===== config.mk =====
export PLATFORM = sky130hd
export DESIGN_NAME = port_pkt_tx_flat
export DESIGN_NICKNAME = d
export VERILOG_FILES = /design/src/rtl/port_pkt_tx_if.sv /design/src/rtl/port_pkt_tx.sv /design/src/flat_wrapper.sv
export SDC_FILE = /design/constraint.sdc
export NUM_CORES = 1
export LEC_CHECK = 0
export ABC_CLOCK_PERIOD_IN_PS = 3210
export CORE_MARGIN = 4
export CORE_UTILIZATION = 45
export DETAILED_ROUTE_END_ITERATION = 12
export GPL_ROUTABILITY_DRIVEN = 1
export GPL_TIMING_DRIVEN = 0
export PLACE_DENSITY = 0.7
export SYNTH_ARGS = -nofsm -noshare
export SYNTH_HDL_FRONTEND = slang
export SYNTH_SLANG_ARGS = --single-unit

===== constraint.sdc =====
create_clock -name clk -period 3.21 [get_ports clk]
set_clock_uncertainty 0.1 [all_clocks]
set_input_delay 0.4815 -clock clk [delete_from_list [all_inputs] [get_ports clk]]
set_output_delay 0.4815 -clock clk [all_outputs]
set_load 0.01 [all_outputs]

===== src/rtl/port_pkt_tx_if.sv =====
// Descriptor and frame-write signal bundle for one switch write port.
// master drives descriptors and pause; slave is the transmitter.
interface port_pkt_tx_if;
    // Descriptor handshake: a descriptor transfers on a rising clk edge where
    // desc_vld and desc_rdy are both 1. Frame outputs have no ready; pause only gates frame starts.
    logic        desc_vld;
    logic [8:0]  desc_len;
    logic [2:0]  desc_prior;
    logic [3:0]  desc_dest;
    logic        desc_rdy;
    logic        pause;
    logic        wr_sop;
    logic        wr_vld;
    logic [15:0] wr_data;
    logic        wr_eop;

    modport master (
        output desc_vld, desc_len, desc_prior, desc_dest, pause,
        input  desc_rdy, wr_sop, wr_vld, wr_data, wr_eop
    );

    modport slave (
        input  desc_vld, desc_len, desc_prior, desc_dest, pause,
        output desc_rdy, wr_sop, wr_vld, wr_data, wr_eop
    );
endinterface


===== src/rtl/port_pkt_tx.sv =====
// Per-port packet transmitter: descriptor FIFO feeding a SOP/HDR/DATA/EOP frame generator.
// Build option TX_PAYLOAD_LFSR_EN: payload from a 16-bit LFSR instead of an incrementing count.
module port_pkt_tx #(
    parameter int DESC_DEPTH = 4,
    parameter int LEN_MIN    = 31,
    parameter int LEN_MAX    = 511
) (
    input  logic         clk,
    input  logic         rst_n,
    port_pkt_tx_if.slave bus,
    output logic         busy,
    output logic [15:0]  pkt_cnt,
    output logic [7:0]   drop_cnt,
    output logic [2:0]   dbg_state
);
    localparam int         PW   = $clog2(DESC_DEPTH);
    localparam logic [8:0] LMIN = 9'(LEN_MIN);
    localparam logic [8:0] LMAX = 9'(LEN_MAX);
    localparam logic [PW:0] FULL = (PW+1)'(DESC_DEPTH);

    typedef enum logic [2:0] {ST_IDLE, ST_SOP, ST_HDR, ST_DATA, ST_EOP} state_e;
    state_e state_q, state_d;

    // Entries are packed {dest, prior, len}, which is also the LFSR seed order.
    logic [15:0]   mem_q [DESC_DEPTH];
    logic [PW-1:0] wr_ptr_q, rd_ptr_q;
    logic [PW:0]   count_q;
    logic          push, pop, drop, head_legal;
    logic [15:0]   head;
    logic [15:0]   cur_q, cur_d;
    logic [8:0]    cnt_q, cnt_d;
    logic [15:0]   payload;
    logic          sop_q, sop_d, vld_q, vld_d, eop_q, eop_d;
    logic [15:0]   data_q, data_d;
    logic [15:0]   pkt_cnt_q;
    logic [7:0]    drop_cnt_q;

    assign bus.desc_rdy = (count_q != FULL);
    assign push         = bus.desc_vld && bus.desc_rdy;
    assign head         = mem_q[rd_ptr_q];
    assign head_legal   = (head[8:0] >= LMIN) && (head[8:0] <= LMAX);

    always_ff @(posedge clk) begin
        if (push) mem_q[wr_ptr_q] <= {bus.desc_dest, bus.desc_prior, bus.desc_len};
    end

    always_ff @(posedge clk or negedge rst_n) begin
        if (!rst_n) begin
            wr_ptr_q <= '0;
            rd_ptr_q <= '0;
            count_q  <= '0;
        end else begin
            if (push) wr_ptr_q <= wr_ptr_q + 1'b1;
            if (pop)  rd_ptr_q <= rd_ptr_q + 1'b1;
            case ({push, pop})
                2'b10:   count_q <= count_q + 1'b1;
                2'b01:   count_q <= count_q - 1'b1;
                default: count_q <= count_q;
            endcase
        end
    end

`ifdef TX_PAYLOAD_LFSR_EN
    logic [15:0] lfsr_q, lfsr_d;

    always_comb begin
        lfsr_d = lfsr_q;
        if (state_q == ST_SOP)
            lfsr_d = (cur_q == 16'h0000) ? 16'h0001 : cur_q;
        else if (state_q == ST_DATA)
            lfsr_d = {lfsr_q[14:0], lfsr_q[15] ^ lfsr_q[13] ^ lfsr_q[12] ^ lfsr_q[10]};
    end

    always_ff @(posedge clk or negedge rst_n) begin
        if (!rst_n) lfsr_q <= 16'h0001;
        else        lfsr_q <= lfsr_d;
    end

    assign payload = lfsr_q;
`else
    assign payload = {7'd0, cnt_q};
`endif

    always_comb begin
        state_d = state_q;
        cur_d   = cur_q;
        cnt_d   = cnt_q;
        pop     = 1'b0;
        drop    = 1'b0;
        case (state_q)
            ST_IDLE: begin
                if (count_q != '0 && !bus.pause) begin
                    pop = 1'b1;
                    if (head_legal) begin
                        cur_d   = head;
                        state_d = ST_SOP;
                    end else begin
                        drop = 1'b1;
                    end
                end
            end
            ST_SOP: begin
                cnt_d   = '0;
                state_d = ST_HDR;
            end
            ST_HDR:  state_d = ST_DATA;
            ST_DATA: begin
                cnt_d = cnt_q + 1'b1;
                if (cnt_q == cur_q[8:0] - 9'd1) state_d = ST_EOP;
            end
            ST_EOP:  state_d = ST_IDLE;
            default: state_d = ST_IDLE;
        endcase
    end

    // Frame outputs are a registered image of the current state, one cycle behind it.
    always_comb begin
        sop_d  = (state_q == ST_SOP);
        vld_d  = (state_q == ST_HDR) || (state_q == ST_DATA);
        eop_d  = (state_q == ST_EOP);
        data_d = 16'h0000;
        if (state_q == ST_HDR)       data_d = {cur_q[8:0], cur_q[11:9], cur_q[15:12]};
        else if (state_q == ST_DATA) data_d = payload;
    end

    always_ff @(posedge clk or negedge rst_n) begin
        if (!rst_n) begin
            state_q    <= ST_IDLE;
            cur_q      <= '0;
            cnt_q      <= '0;
            sop_q      <= 1'b0;
            vld_q      <= 1'b0;
            eop_q      <= 1'b0;
            data_q     <= '0;
            pkt_cnt_q  <= '0;
            drop_cnt_q <= '0;
        end else begin
            state_q <= state_d;
            cur_q   <= cur_d;
            cnt_q   <= cnt_d;
            sop_q   <= sop_d;
            vld_q   <= vld_d;
            eop_q   <= eop_d;
            data_q  <= data_d;
            if (state_q == ST_EOP)            pkt_cnt_q  <= pkt_cnt_q + 16'd1;
            if (drop && drop_cnt_q != 8'hFF)  drop_cnt_q <= drop_cnt_q + 8'd1;
        end
    end

    assign bus.wr_sop  = sop_q;
    assign bus.wr_vld  = vld_q;
    assign bus.wr_eop  = eop_q;
    assign bus.wr_data = data_q;
    assign pkt_cnt     = pkt_cnt_q;
    assign drop_cnt    = drop_cnt_q;
    assign dbg_state   = state_q;
    // The trailing registered output cycle still counts as busy.
    assign busy = (state_q != ST_IDLE) || (count_q != '0) || sop_q || vld_q || eop_q;
endmodule


===== src/flat_wrapper.sv =====
// flat-port wrapper written by rule: the top's interface ports become plain ports
module port_pkt_tx_flat 
#(
    parameter int DESC_DEPTH = 4,
    parameter int LEN_MIN    = 31,
    parameter int LEN_MAX    = 511
)
  (clk, rst_n, busy, pkt_cnt, drop_cnt, dbg_state, bus_desc_vld, bus_desc_len, bus_desc_prior, bus_desc_dest, bus_pause, bus_desc_rdy, bus_wr_sop, bus_wr_vld, bus_wr_data, bus_wr_eop);
  port_pkt_tx_if bus_i ();
  input  logic clk;
  input  logic rst_n;
  output logic busy;
  output logic [15:0] pkt_cnt;
  output logic [7:0] drop_cnt;
  output logic [2:0] dbg_state;
  input wire logic [$bits(bus_i.desc_vld)-1:0] bus_desc_vld;
  input wire logic [$bits(bus_i.desc_len)-1:0] bus_desc_len;
  input wire logic [$bits(bus_i.desc_prior)-1:0] bus_desc_prior;
  input wire logic [$bits(bus_i.desc_dest)-1:0] bus_desc_dest;
  input wire logic [$bits(bus_i.pause)-1:0] bus_pause;
  output wire logic [$bits(bus_i.desc_rdy)-1:0] bus_desc_rdy;
  output wire logic [$bits(bus_i.wr_sop)-1:0] bus_wr_sop;
  output wire logic [$bits(bus_i.wr_vld)-1:0] bus_wr_vld;
  output wire logic [$bits(bus_i.wr_data)-1:0] bus_wr_data;
  output wire logic [$bits(bus_i.wr_eop)-1:0] bus_wr_eop;
  assign bus_i.desc_vld = bus_desc_vld;
  assign bus_i.desc_len = bus_desc_len;
  assign bus_i.desc_prior = bus_desc_prior;
  assign bus_i.desc_dest = bus_desc_dest;
  assign bus_i.pause = bus_pause;
  assign bus_desc_rdy = bus_i.desc_rdy;
  assign bus_wr_sop = bus_i.wr_sop;
  assign bus_wr_vld = bus_i.wr_vld;
  assign bus_wr_data = bus_i.wr_data;
  assign bus_wr_eop = bus_i.wr_eop;
  port_pkt_tx #(.DESC_DEPTH(DESC_DEPTH), .LEN_MIN(LEN_MIN), .LEN_MAX(LEN_MAX)) u_core (.clk(clk), .rst_n(rst_n), .bus(bus_i), .busy(busy), .pkt_cnt(pkt_cnt), .drop_cnt(drop_cnt), .dbg_state(dbg_state));
endmodule

* After elaboration in Yosys (flattened, before gate mapping) *
Memory sizes are Yosys's and may differ from the RTL's.
Cells that the tools add are included.

storage, ports and cells
  RAM bits = 64
  flip-flop bits (word level) = 78
  output and inout bits = 48
  memories = 1
  input bits = 20

memory list
  name          words  bits a word  rd ports  clocked after memory_dff  write ports  line               source
  u_core.mem_q  4      16           1         0                         1            port_pkt_tx.sv:25  logic [15:0] mem_q [DESC_DEPTH];

operators by class
  reductions and logical operators = 17
  add/subtract/negate cells = 8
  order comparisons = 2
  mux-type cells = 15
  eq/ne operators = 12

operators with widths
  cell                   count
  $pmux 9 s2             1
  $add 16x1->16 const B  1
  $mux 16                1
  $pmux 3 s4             1
  $add 9x1->9 const B    1
  $eq 9x9->1             1
  $ge 9x5->1 const B     1
  $le 9x9->1 const B     1
  $mux 3                 3
  $mux 9                 1
  $sub 9x1->9 const B    1
  $add 8x1->8 const B    1
  $ne 8x8->1 const B     1
  $mux 1                 7
  $eq 3x2->1 const B     2
  $ne 2x1->1 const B     3
  $pmux 3 s2             1
  $reduce_and 3->1       2
  $reduce_bool 3->1      2
  $logic_or 1x1->1       5
  $add 2x1->2 const B    2
  $logic_and 1x1->1      4
  $reduce_bool 2->1      2
  $add 3x1->3 const B    1
  8 further kinds        8

* Depth between registers and ports, before layout *
Gate-level depths: netlist of run 1.
An unclocked memory read counts as a cell.

  depth after elaboration = 7
  mapped depth = 10
  mapped depth without buffers = 10

* Least setup slack after synthesis of run 1 *
Ideal clock, no wire load.

  path kind = reg-to-reg
  start = register u_core.rd_ptr_q[0]
  end = register u_core.cur_q[10]
  data arrival time = 2.411 ns
  slack = 0.574 ns
  data required time = 2.985 ns
  cell stages (with the launch flop) = 9
  cell sequence = dfrtp_1 -> buf_6 -> mux4_2 -> or4_4 -> a31oi_4 -> nand2b_1 -> buf_4 -> buf_12 -> mux2_4

on the way
  longest elaborated chain between the ends = 4
  elaborated cells between the ends (all ways) = 5
  classes of those cells = 2 x order compare; 2 x reduce/logical; 1 x memory

ends and longest elaborated chain
  item                                      line                source
  start: declaration                        port_pkt_tx.sv:26   logic [PW-1:0] wr_ptr_q, rd_ptr_q;
  start signal: assignment                  port_pkt_tx.sv:54   if (pop) rd_ptr_q <= rd_ptr_q + 1'b1;
  $mem_v2 4x16 (*)                          -
  $ge 9x5->1 or $le 9x9->1 (tied branches)  port_pkt_tx.sv:41   assign head_legal = (head[8:0] >= LMIN) && (head[8:0] <= LMAX);
  $logic_and 1x1->1                         port_pkt_tx.sv:41
  $reduce_and 3->1 (no source line)         -
  end signal: assignment                    port_pkt_tx.sv:139  cur_q <= cur_d;
  end: declaration                          port_pkt_tx.sv:30   logic [15:0] cur_q, cur_d;

Every way passes the cells marked *; elsewhere a longest branch is shown, timed or not.
A chain may end at the register's enable or synchronous reset.

* Worst setup path after layout of run 1 *
  start = register u_core.state_q[0], in the netlist u_core.dbg_state[0]
  end = register u_core.count_q[2]

on the way
  longest elaborated chain between the ends = 4
  elaborated cells between the ends (all ways) = 6
  classes of those cells = 2 x eq/ne; 2 x mux; 2 x reduce/logical

ends and longest elaborated chain
  item                                             line                source
  start: declaration                               port_pkt_tx.sv:22   state_e state_q, state_d;
  start signal: assignment                         port_pkt_tx.sv:138  state_q <= state_d;
  $logic_not 3->1 (*)                              port_pkt_tx.sv:90   case (state_q)
  $mux 1 (*)                                       port_pkt_tx.sv:90
  via u_core.pop                                   port_pkt_tx.sv:28   logic push, pop, drop, head_legal;
  $eq 2x1->1 or $eq 2x2->1 (tied branches)         port_pkt_tx.sv:55   case ({push, pop})
  $pmux 3 s2 or $reduce_bool 2->1 (tied branches)  -
  end signal: assignment                           port_pkt_tx.sv:56   2'b10: count_q <= count_q + 1'b1;
  end signal: assignment                           port_pkt_tx.sv:57   2'b01: count_q <= count_q - 1'b1;
  end signal: assignment                           port_pkt_tx.sv:58   default: count_q <= count_q;
  end: declaration                                 port_pkt_tx.sv:27   logic [PW:0] count_q;

The timed path passes the listed nets; every way through them passes the cells marked *.

==> impl_metrics.tcl, run 1 <==
set metrics [dict create \
    crit_chain "clkbuf_1, nor3_1, nor3b_2, ha_1, inv_1, fa_1, xor2_1, nor2_1, xor2_1" \
    die_h_um 123 \
    yosys_warnings 0 \
    drv_slew 0 \
    r2r_end "u_core.count_q[2]" \
    yosys-top-cells-area "dfrtp_1, edfxtp_1, mux4_2, xnor2_1, nand2_1" \
    yosysMostFrequentCell "dfrtp_1" \
    p_leak_uw 0.00318 \
    cts.repair.resized 0 \
    vias 3591 \
    hpwl_mm 7.89 \
    layout-drive-gt1-share 0.142 \
    cts-htree-levels 4 \
    met3_length_um 633 \
    drt_iter0_markers 199 \
    ys_top_cells_by_count "dfrtp_1, edfxtp_1, nand2_1" \
    met1_length_mm 5.09 \
    hold_buffers 1 \
    num_io_pins 68 \
    outcome "completed" \
    die_area_um2 15200 \
    grt_remaining_overflow 0 \
    critPathTopFamily "simple AND/OR/NAND/NOR gates" \
    wl_per_cell_um 16.6 \
    hp-start "u_core.pkt_cnt[15]" \
    critical_path_buf_inv_count 2 \
    clock_latency_ps 420 \
    syn_avg_cell_area_um2 14.5 \
    synthToLayoutAreaGrowth_pct 26.2 \
    drc 0 \
    gp_congestion 0.871 \
    initial_core_util 0.467 \
    wl_met2_mm 5.52 \
    hold_path.class "reg2reg" \
    cp_max_fo 10 \
    cts_tree "done" \
    antennaDiodeCount 0 \
    synthCells 414 \
    period_needed_ps 2910 \
    path_clk_slew_ps 60 \
    rsz0062_at_grt "no" \
    numCtsBuffers 17 \
    die_x_um 123 \
    antenna_found_initial 0 \
    synth-edff-count 64 \
    grt_max_degree 56 \
    holdPathStages 1 \
    top_layer "met4" \
    coreArea_um2 12800 \
    drv_cap 0 \
    ant_nets 0 \
    nNetsFinal 532 \
    grt_pass1_wl_mm 19.0 \
    wl_mm 11.4 \
    cts_setup_buffers 0 \
    max_stage_delay_ps 700 \
    yosysSeqAreaShare 0.647 \
    cp-end-kind "flip-flop" \
    critPathKind "reg2reg" \
    whs_ps 388 \
    grt_pass1_vias 3730 \
    synth_cell_type_count 45 \
    r2r_cells 9 \
    synth.top_cell.area_share 0.326 \
    crit_slowest_cell "nor3b_2" \
    relSlewSlack 0.426 \
    cts_sinks 142 \
    peakVddDrop_mv 0.361 \
    clk_path_buf_depth 2 \
    io_buffers 67 \
    viasPerCell 5.23 \
    cp.required_ps 3440 \
    dr.pass1.iters 4 \
    cts_root_buf "clkbuf_16" \
    finalCritPeriodShare 0.907 \
    worst_setup_path_start_kind "flip-flop" \
    tns_ps 0 \
    cp_common_cell "xor2_1" \
    r2r_start "u_core.dbg_state[0]" \
    grt_use_total 0.165 \
    setup_viol 0 \
    worstMarginPinSlew_ps 861 \
    final_hold_viol_count 0 \
    r2r_slack_ps 300 \
    max_clock_freq_mhz 344 \
    yosys.area.top_type "dfrtp_1" \
    ys.flop_type "dfrtp_1" \
    synth_area_um2 5980 \
    power.density_nw_per_um2 620 \
    ys_async_sr_fraction 0.549 \
    ys_seq_elements 142 \
    syn_nets 444 \
    arrival_ps 3140 \
    rows 41 \
    holdPathEnd "u_core.pkt_cnt[15]" \
]
state kept, by name (all words and copies together), names as in the netlist:
signal,flops
u_core.bus.wr_eop,1
u_core.bus.wr_data,16
u_core.count_q,3
u_core.bus.wr_sop,1
u_core.cnt_q,9
u_core.drop_cnt,8
u_core.dbg_state,3
u_core.pkt_cnt,16
u_core.cur_q,16
u_core.bus.wr_vld,1
u_core.wr_ptr_q,2
u_core.mem_q,64
u_core.rd_ptr_q,2
how the worst max path moves through the flow:
| stage | startpoint | to | slack, ps | depth (start not counted) |
|---|---|---|---|---|
| 6_report | u_core.dbg_state[0] | u_core.count_q[2] | 300 | 9 |
| 3_5_place_dp | bus_pause | u_core.count_q[2] | 210 | 8 |
| 5_1_grt | u_core.dbg_state[0] | u_core.count_q[2] | 100 | 9 |
| 3_3_place_gp | rst_n | u_core.wr_ptr_q[1] | -1080 | 1 |
| 4_1_cts | u_core.dbg_state[0] | u_core.count_q[2] | 250 | 9 |
| 2_1_floorplan | u_core.rd_ptr_q[0] | u_core.cur_q[10] | 570 | 8 |
layout by cell type, fill, tap and decap left out, types with 9 or more instances in the layout:
| cell | Yosys | layout |
|---|---|---|
| edfxtp_1 | 64 | 64 |
| nor2_1 | 22 | 22 |
| nand2_1 | 35 | 35 |
| xor2_1 | 14 | 14 |
| mux4_2 | 16 | 16 |
| and2_1 | 9 | 9 |
| dfrtp_1 | 78 | 78 |
| inv_1 | 9 | 9 |
| clkbuf_1 | 11 | 12 |
| nand3_1 | 16 | 16 |
| nor3_1 | 14 | 14 |
| and3_1 | 12 | 12 |
| ha_1 | 9 | 9 |
| xnor2_1 | 21 | 21 |
| clkbuf_16 | 0 | 17 |
| mux2i_1 | 12 | 12 |
| clkdlybuf4s50_1 | 0 | 66 |
through the flow:
step                      setup slack [ps]  total power, µW  instances  area (µm²)  utilization
after floorplan                        574             2420        414        5980            -
after global placement               -1080             2550        653        6870        0.536
after detailed placement               207             2600        654        6890        0.538
after CTS                              254             4740        687        7550        0.589
after global routing                   101             4870        687        7550        0.589
final                                  299             4680        687        7550        0.589
report_power, final:
group / internal, µW / switching [µW] / total, µW
logic: 138 / 237 / 376
registers: 2120 / 61.1 / 2180
clock network: 1380 / 749 / 2130
cells by family (layout without fill, tap and decap cells):
group | after synthesis | count (layout) | synth area share
xor gates and xnor gates | 35 | 35 | 0.0512
muxes | 42 | 42 | 0.110
buffers and inverters | 25 | 126 | 0.0207
adders and majority gates | 10 | 10 | 0.0222
DFF | 142 | 142 | 0.647
and+or+nand+nor | 127 | 127 | 0.107
AOI/OAI and AO/OA | 33 | 33 | 0.0410
routing by layer:
layer  global-route usage  vias to the layer above
li1                     -                     1685
met3               0.0435                       17
met4               0.0602                        0
met5                    0                        -
met1                0.222                     1789
met2                0.259                      100
final cells by class:
class / count / area, µm²
Timing Repair Buffer: 69 / 706
Clock buffer: 18 / 429
Sequential cell: 142 / 3870
Fill cell: 1022 / 5280
Clock inverter: 14 / 215
Multi-Input combinational cell: 247 / 1990
Buffer: 16 / 90.1
Tap cell: 172 / 215
Inverter: 9 / 33.8
(Power assumes the default switching activity.)
==> inputs of run 2 (changes only) <==
--- a/config.mk
+++ b/config.mk
@@ -12,6 +12,7 @@
 export GPL_ROUTABILITY_DRIVEN = 1
 export GPL_TIMING_DRIVEN = 0
 export PLACE_DENSITY = 0.7
+export SLEW_MARGIN = 40
 export SYNTH_ARGS = -nofsm -noshare
 export SYNTH_HDL_FRONTEND = slang
 export SYNTH_SLANG_ARGS = --single-unit
==> run 2 against run 1 <==
Effect of this change:
- power up 0.21%
- fmax down 0.24%
- via count hardly changed
- design area increased by 0.18%
- critical path depth is the same
- highest routed layer unchanged
- global-route usage is essentially flat
- largest power group unchanged
==> impl_metrics.tcl, run 2 (same netlist as run 1, synthesis figures left out) <==
set metrics [dict create \
    vias 3594 \
    clock_latency_ps 420 \
    coreArea_um2 12800 \
    r2r_end "u_core.count_q[2]" \
    setup_viol 0 \
    die_h_um 123 \
    crit_slowest_cell "nor3b_2" \
    p_leak_uw 0.00318 \
    synthToLayoutAreaGrowth_pct 26.4 \
    dr.pass1.iters 4 \
    grt_use_total 0.165 \
    crit_chain "clkbuf_1, nor3_1, nor3b_2, ha_1, inv_1, fa_1, xor2_1, nor2_1, xor2_1" \
    rows 41 \
    path_clk_slew_ps 60 \
    hpwl_mm 7.89 \
    numCtsBuffers 17 \
    drv_cap 0 \
    gp_congestion 0.871 \
    relSlewSlack 0.464 \
    hold_path.class "in2async" \
    cts_tree "done" \
    r2r_start "u_core.dbg_state[0]" \
    cts.repair.resized 0 \
    max_stage_delay_ps 710 \
    largest_register "u_core.mem_q" \
    period_needed_ps 2920 \
    num_io_pins 68 \
    cp_common_cell "xor2_1" \
    clk_path_buf_depth 2 \
    post-route-util 0.590 \
    layout_common_cells "dfrtp_1, clkdlybuf4s50_1, edfxtp_1" \
    cp-end-kind "flip-flop" \
    rsz0062_at_grt "no" \
    cp.required_ps 3440 \
    drc 0 \
    peakVddDrop_mv 0.363 \
    antennaDiodeCount 0 \
    viasPerCell 5.22 \
    final_hold_viol_count 0 \
    ant_nets 0 \
    finalCritPeriodShare 0.909 \
    wl_per_cell_um 16.6 \
    grt_pass1_vias 3730 \
    largest_reg_flops 64 \
    worstMarginPinSlew_ps 800 \
    cp_max_fo 10 \
    io_buffers 67 \
    die_area_um2 15200 \
    drt_iter0_markers 235 \
    arrival_ps 3150 \
    grt_pass1_wl_mm 19.0 \
    outcome "completed" \
    cts-htree-levels 4 \
    layout-drive-gt1-share 0.147 \
    worst_setup_path_start_kind "flip-flop" \
    cts_sinks 142 \
    r2r_cells 9 \
    grt_max_degree 56 \
    r2r_slack_ps 290 \
    max_clock_freq_mhz 343 \
    die_x_um 123 \
    layout_commonest_cell "dfrtp_1" \
    nNetsFinal 533 \
    drv_slew 0 \
    antenna_found_initial 0 \
    cts_root_buf "clkbuf_16" \
    total_power_uw 4690 \
    grt_remaining_overflow 0 \
    critPathKind "reg2reg" \
    power.density_nw_per_um2 621 \
    wl_mm 11.4 \
    initial_core_util 0.467 \
]
run 2: worst max path at each step:
stage	startpoint	endpoint	cells past startpoint
finish	u_core.dbg_state[0]	u_core.count_q[2]	9
floorplan	u_core.rd_ptr_q[0]	u_core.cur_q[10]	8
global placement	rst_n	u_core.wr_ptr_q[1]	1
CTS	u_core.dbg_state[0]	u_core.count_q[2]	9
global route	u_core.dbg_state[0]	u_core.count_q[2]	9
detailed placement	bus_pause	u_core.count_q[2]	8
run 2: critical path, delay by kind of cell, from the launching register on:
family / cells / cell delay [ps]
fa+ha+maj: 2 / 670
simple gates: 3 / 1090
xor+xnor: 2 / 330
flops: 1 / 390
buf+inv: 2 / 260
run 2: what timing repair did:
| action | CTS | global route |
|---|---|---|
| hold buffers | 1 | 0 |
| buffers inserted | 0 | 0 |
| endpoints found under the hold margin | 23 | 0 |
run 2: layout make-up:
class                      count  area, µm²
buffer                        16       90.1
clock buffer                  18        429
clock inverter                14        215
fill                        1021       5260
inverter                       9       33.8
multi-input combinational    247       1990
sequential                   142       3870
tap                          172        215
timing repair buffer          70        717
run 2: metal layers:
| metal | up-vias | part of all wire | GRT usage | wire [µm] |
|---|---|---|---|---|
| met4 | 0 | 0.016 | 0.0602 | 188 |
| met2 | 103 | 0.48 | 0.259 | 5490 |
| met3 | 17 | 0.058 | 0.0435 | 665 |
| li1 | 1689 | - | - | - |
| met5 | - | 0 | 0 | 0 |
| met1 | 1785 | 0.45 | 0.222 | 5110 |
run 2: power breakdown:
part	switching (µW)	leakage [µW]	internal, µW
clock network	753	0.000312	1380
registers	61.1	0.00161	2120
logic	238	0.00126	146
total	1050	0.00318	3640
run 2: metrics by stage:
stage / cells / setup TNS (ps) / setup slack [ps] / hold WS [ps] / area, µm²
2_1_floorplan: 414 / 0 / 574 / 85.9 / 5980
3_3_place_gp: 653 / -83970 / -1080 / 363 / 6870
3_5_place_dp: 654 / 0 / 207 / 252 / 6900
4_1_cts: 687 / 0 / 254 / 384 / 7550
5_1_grt: 688 / 0 / 101 / 397 / 7560
6_report: 688 / 0 / 292 / 387 / 7560
